==> config.mk <==
export PLATFORM = sky130hd
export DESIGN_NAME = cpu_fetch_unit
export DESIGN_NICKNAME = d
export VERILOG_FILES = /design/src/rtl/cpu_fetch_unit.sv
export SDC_FILE = /design/constraint.sdc
export NUM_CORES = 1
export LEC_CHECK = 0
export ABC_AREA = 1
export BUFFER_PORTS_ARGS = -buffer_cell sky130_fd_sc_hd__clkbuf_2
export CORE_MARGIN = 2
export CORE_UTILIZATION = 47
export DETAILED_ROUTE_END_ITERATION = 8
export PLACE_DENSITY = 0.82
export SYNTH_ARGS = -nofsm -noshare
export SYNTH_HDL_FRONTEND = slang
export SYNTH_SLANG_ARGS = --single-unit
export TNS_END_PERCENT = 5
==> constraint.sdc <==
create_clock -name clk -period 2.4 [get_ports clk]
set_input_delay 0.12 -clock clk [delete_from_list [all_inputs] [get_ports clk]]
set_output_delay 0.12 -clock clk [all_outputs]
set_load 0.05 [all_outputs]
==> src/rtl/cpu_fetch_unit.sv <==
// Instruction fetch/sequencing stage: PC, 16-bit instruction register, field split and next-PC select.
// Optional fetch timeout with retry is built when CPU_FETCH_TIMEOUT_EN is defined.
module cpu_fetch_unit #(
  parameter int unsigned PC_WIDTH      = 16,
  parameter int unsigned RESET_PC      = 0,
  parameter int unsigned FETCH_TIMEOUT = 15
) (
  input  logic                clk,
  input  logic                rst_n,
  output logic                imem_req,
  output logic [PC_WIDTH-1:0] imem_addr,
  input  logic [15:0]         imem_rdata,
  input  logic                imem_valid,
  input  logic                cpu_jump,
  input  logic                cpu_branch,
  input  logic                alu_zero,
  input  logic                cpu_stall,
  output logic [2:0]          cpu_opcode,
  output logic [2:0]          instr_rs,
  output logic [2:0]          instr_rt,
  output logic [2:0]          instr_rd,
  output logic [6:0]          instr_imm,
  output logic [12:0]         jump_target,
  output logic                instr_valid,
  output logic [PC_WIDTH-1:0] pc_plus2,
  output logic                fetch_err
);

  typedef enum logic [1:0] {S_IDLE, S_FETCH, S_ISSUE, S_RETRY} state_e;

  state_e              state_q, state_d;
  logic [PC_WIDTH-1:0] pc_q, pc_d;
  logic [15:0]         ir_q, ir_d;
  logic [PC_WIDTH-1:0] pc_seq, jump_pc, branch_pc, imm_ext, next_pc;
  logic                timeout;

  if (PC_WIDTH < 14 || FETCH_TIMEOUT < 1 || (RESET_PC % 2) != 0) begin : g_param_check
    $error("cpu_fetch_unit: illegal parameter combination");
  end

  assign pc_seq  = pc_q + PC_WIDTH'(2);
  assign imm_ext = {{(PC_WIDTH-7){ir_q[6]}}, ir_q[6:0]};
  assign branch_pc = pc_seq + (imm_ext << 1);

  // Jump keeps the upper PC bits of the sequential address above the 14-bit target window.
  if (PC_WIDTH > 14) begin : g_jump_wide
    assign jump_pc = {pc_seq[PC_WIDTH-1:14], ir_q[12:0], 1'b0};
  end else begin : g_jump_narrow
    assign jump_pc = {ir_q[12:0], 1'b0};
  end

  always_comb begin
    if (cpu_jump)                    next_pc = jump_pc;
    else if (cpu_branch && alu_zero) next_pc = branch_pc;
    else                             next_pc = pc_seq;
  end

`ifdef CPU_FETCH_TIMEOUT_EN
  localparam int unsigned CW = $clog2(FETCH_TIMEOUT + 1);
  logic [CW-1:0] cnt_q, cnt_d;

  always_comb begin
    cnt_d   = '0;
    timeout = 1'b0;
    if (state_q == S_FETCH && !imem_valid) begin
      if (cnt_q == CW'(FETCH_TIMEOUT - 1)) timeout = 1'b1;
      else                                 cnt_d   = cnt_q + 1'b1;
    end
  end

  always_ff @(posedge clk or negedge rst_n) begin
    if (!rst_n) cnt_q <= '0;
    else        cnt_q <= cnt_d;
  end

  assign fetch_err = (state_q == S_RETRY);
`else
  assign timeout   = 1'b0;
  assign fetch_err = 1'b0;
`endif

  // NOTE: every variable gets a default before the case, so no path leaves one unassigned (no latch).
  always_comb begin
    state_d = state_q;
    pc_d    = pc_q;
    ir_d    = ir_q;
    case (state_q)
      S_IDLE:  state_d = S_FETCH;
      S_FETCH: begin
        if (imem_valid) begin
          ir_d    = imem_rdata;
          state_d = S_ISSUE;
        end else if (timeout) begin
          state_d = S_RETRY;
        end
      end
      S_ISSUE: begin
        if (!cpu_stall) begin
          pc_d    = next_pc;
          state_d = S_FETCH;
        end
      end
      S_RETRY: state_d = S_FETCH;
      default: state_d = S_IDLE;
    endcase
  end

  // NOTE: state registers use non-blocking assignments so all flops update from pre-edge values.
  always_ff @(posedge clk or negedge rst_n) begin
    if (!rst_n) begin
      state_q <= S_IDLE;
      pc_q    <= PC_WIDTH'(RESET_PC);
      ir_q    <= '0;
    end else begin
      state_q <= state_d;
      pc_q    <= {pc_d[PC_WIDTH-1:1], 1'b0};
      ir_q    <= ir_d;
    end
  end

  assign imem_req    = (state_q == S_FETCH);
  assign imem_addr   = pc_q;
  assign instr_valid = (state_q == S_ISSUE);
  assign pc_plus2    = pc_seq;
  assign cpu_opcode  = ir_q[15:13];
  assign instr_rs    = ir_q[12:10];
  assign instr_rt    = ir_q[9:7];
  assign instr_rd    = ir_q[6:4];
  assign instr_imm   = ir_q[6:0];
  assign jump_target = ir_q[12:0];

endmodule

==> implementation parameters <==
Parameter                              Value

Hold path
  Hold Crit Class ... in -> reg
  Min-Delay Startpoint ... imem_rdata[10]
  Worst Hold End ... ir_q[10]$_DFFE_PN0P_
  Cell depth of the worst hold path ... 2

Logic synthesis
  Number of library cell types mapped by synthesis ... 39
  Top FF cell, synth ... sky130_fd_sc_hd__dfrtp_1
  Flip-flop and latch count after synthesis ... 33
  Syn_area_per_cell ... 7.05 um2
  Area share of the leading cell type in the synthesized netlist ... 29.7%
  Warning count from the yosys run ... 0
  Share of synthesized area spent on multiplexers ... 3.65%
  Number of synthesized flops with an enable pin ... 0
  Area leader, netlist ... sky130_fd_sc_hd__dfrtp_1
  Compound-cell area share of the yosys netlist ... 12.9%
  Asr flop ratio synth ... 100%
  Top area cells in the synthesized netlist ... sky130_fd_sc_hd__dfrtp_1 30%, sky130_fd_sc_hd__nand2_1 13%, sky130_fd_sc_hd__ha_1 8.1%, sky130_fd_sc_hd__inv_1 7.3%, sky130_fd_sc_hd__a21oi_1 5.9%
  Simple logic cell fraction of the synthesized area ... 27.7%
  Adder-Cell Fraction of Synth Area ... 8.83%
  Largest family of logic cells by synthesized area ... simple AND/OR/NAND/NOR gates
  Synthesized-area fraction occupied by xor and xnor cells ... 2.84%
  Number of instances in the synthesized netlist ... 394
  Summed instance area of the synthesized netlist ... 2780 um2
  Sequential element share of the synthesized area ... 29.7%

Die
  Die span in y ... 80.9 um
  Initial cell density of the core ... 49.5%
  Die area ... 6540 um2
  Die Wd ... 80.9 um
  Core region area ... 5610 um2
  Std-Cell Rows ... 27
  # IOs ... 90

STA
  Setup repair after global routing missed its margin ... yes
  Clock period minus final worst setup slack ... 2.62 ns
  Slew Limit Headroom ... 44.6%
  PnR worst setup slack ... -0.217 ns
  Post-route fraction of the period consumed by the critical path ... 109%
  Number of max-slew violations in the final report ... 0
  Achievable Freq ... 382 MHz
  Measured slew at the worst slew-check pin ... 0.831 ns
  Final hold viol count ... 0
  Clk_skew ... 0.00552 ns
  Total of endpoints with negative setup slack in the final report ... 9

Route
  Post-route DRC ... 0
  Number of vias after detailed routing ... 3119
  Total Routed Length ... 9.16 mm
  Average detailed-routed wire length per instance ... 15.8 um
  Detailed-route vias per instance ... 5.37
  First DRT Iteration DRCs ... 191
  Number of antenna-violating nets in the routed design ... 0
  Detailed-router iteration count before antenna repair ... 5

Final layout
  Commonest non-fill, non-tap cells in the layout ... 90 x sky130_fd_sc_hd__nand2_1, 86 x sky130_fd_sc_hd__clkbuf_2, 48 x sky130_fd_sc_hd__inv_1
  Post-Layout Inst Area ... 3920 um2
  Syn-to-layout area delta ... 41.1%
  Number of fill cells ... 466
  Nets ... 550
  Final antenna diode count ... 0
  Layout cells sized above 1 ... 43.0%
  Most common cell after layout, fill and taps aside ... sky130_fd_sc_hd__nand2_1

Worst setup path
  Sort of element at the start of the critical path ... flip-flop
  Worst reg2reg path endpoint ... imem_addr[15]$_DFFE_PN0P_
  Largest incremental delay on the critical path ... 0.46 ns
  Start-to-end type of the worst setup path ... reg -> reg
  Start of the worst register-to-register path ... imem_addr[2]$_DFFE_PN0P_
  Reg2reg setup slack ... -0.22 ns
  Critical path capture point type ... flip-flop
  Worst path slowest cell ... sky130_fd_sc_hd__dfrtp_2
  Path depth of the worst reg2reg path ... 18
  Cell repeated most along the worst path ... sky130_fd_sc_hd__nand2_1
  Cell-by-cell listing of the critical path ... ha_4 > nand4_1 > nor2_2 > nand2_1 > xor2_2 > inv_2 > ha_4 > nand2_1 > nor2_4 > inv_2 > nor2_1 > nand2_1 > nand2_1 > nand2_1 > nand3_1 > nand2_1 > nand3_1 > nand2_1
  Data required time at the worst endpoint ... 2.59 ns
  CP Max Fanout ... 4
  Worst path arrival time ... 2.80 ns

Clocking
  CTS Buf Count ... 5
  Number of H-tree levels ... 2
  Clock-pin slew on the worst setup and hold paths ... 0.08 ns
  Worst-Skew Late Latency ... 0.29 ns
  CTS Root Buffer Type ... sky130_fd_sc_hd__clkbuf_8
  Clk sinks ... 33
  Maximum number of buffers from clock root to sink ... 2
  TritonCTS clock tree ... yes

Placement
  Final Wtd Congestion ... 0.986
  Post-DP HPWL ... 6.60 mm
  I/O Buffers ... 86
  Placement-stage worst setup slack ... -0.146 ns
  Instance area after placement ... 3570 um2

GRT
  First-pass GRT wire length ... 13.6 mm
  Initial antenna violation count ... 0
  Number of global-route vias before repair ... 2925
  Final global-route overflow total ... 0
  Pin count of the biggest net entering global routing ... 34
  Global router's overall resource usage ... 27.3%

Status
  Status ... complete, but fails checks
  Failing checks ... setup timing

Run
  Number of max-cap violations ... 0
-- cells by family (layout without fill, tap and decap cells) --
family	count (synthesis)	count (layout)
xor gates and xnor gates	9	9
DFF	33	33
buffers and inverters	85	198
adders and majority gates	19	19
muxes	9	9
other	1	3
and+or+nand+nor	175	175
AOI/OAI and AO/OA	63	63
-- area by class of cell --
class / count / area (um2) / area share, %
clock inverters: 2 / 37.5 / 0.958
clock buffers: 6 / 82.6 / 2.11
multi-input cells: 278 / 1870 / 47.7
well taps: 72 / 90.1 / 2.30
repair buffers: 130 / 763 / 19.5
flip-flops and latches: 33 / 843 / 21.5
inverters: 60 / 233 / 5.94
-- Yosys cell counts (all sizes together), types with 2 or more instances --
library cell  number
nand2            100
clkbuf             2
buf               23
a21oi             33
nand3b             3
nor3               2
o21ai             17
nor2              34
inv               59
ha                18
nand4              6
nand3             29
mux2               9
o21a               2
xor2               8
dfrtp             33
o22ai              2
-- flip-flops by register name (all words and copies together) (netlist names) --
signal and count:
state_q 2, imem_addr 15, ir_q 16
-- critical path, delay by kind of cell, from the launching register on --
kind	cells	cell delay, ns
flip-flops	1	0.46
AND/OR/NAND/NOR	13	1.24
XOR/XNOR	1	0.21
buffers and inverters	2	0.13
adder cells (fa/ha/maj)	2	0.46
-- how the worst max path moves through the flow --
stage	depth (start not counted)	endpoint	startpoint	slack, ns
finish	18	imem_addr[15]$_DFFE_PN0P_	imem_addr[2]$_DFFE_PN0P_	-0.22
global route	18	imem_addr[15]$_DFFE_PN0P_	imem_addr[2]$_DFFE_PN0P_	-0.35
CTS	20	imem_addr[15]$_DFFE_PN0P_	imem_addr[1]$_DFFE_PN0P_	-0.07
global placement	16	imem_addr[14]$_DFFE_PN0P_	imem_addr[2]$_DFFE_PN0P_	-0.07
detailed placement	16	imem_addr[14]$_DFFE_PN0P_	imem_addr[2]$_DFFE_PN0P_	-0.15
floorplan	18	imem_addr[15]$_DFFE_PN0P_	imem_addr[2]$_DFFE_PN0P_	-0.21
-- per-stage QoR --
stage / util [%] / hold slack [ns] / instances / TNS, ns
2_1_floorplan: - / -0.176 / 396 / -1.31
3_3_place_gp: 63.6 / 0.252 / 564 / -0.0963
3_5_place_dp: 63.6 / 0.253 / 564 / -0.398
4_1_cts: 68.2 / 0.0534 / 577 / -0.129
5_1_grt: 69.9 / 0.0540 / 581 / -1.80
6_report: 69.9 / 0.0583 / 581 / -0.763
-- metal layers --
metal	track usage (%)	routed length [um]
met1	34.7	3640
met2	45.8	4420
met3	4.89	785
met4	11.2	310
met5	0	0
-- what timing repair did --
item	4_1_cts	5_1_grt
pin swaps	9	16
endpoints found under the setup margin	7	10
gates resized for setup	18	17
hold endpoints to repair	33	0
setup buffers	4	4
hold buffers	1	0
Power is left out: the tool's default activity adds up to more than one toggle a clock period on the data nets, which glitch-free logic cannot reach.
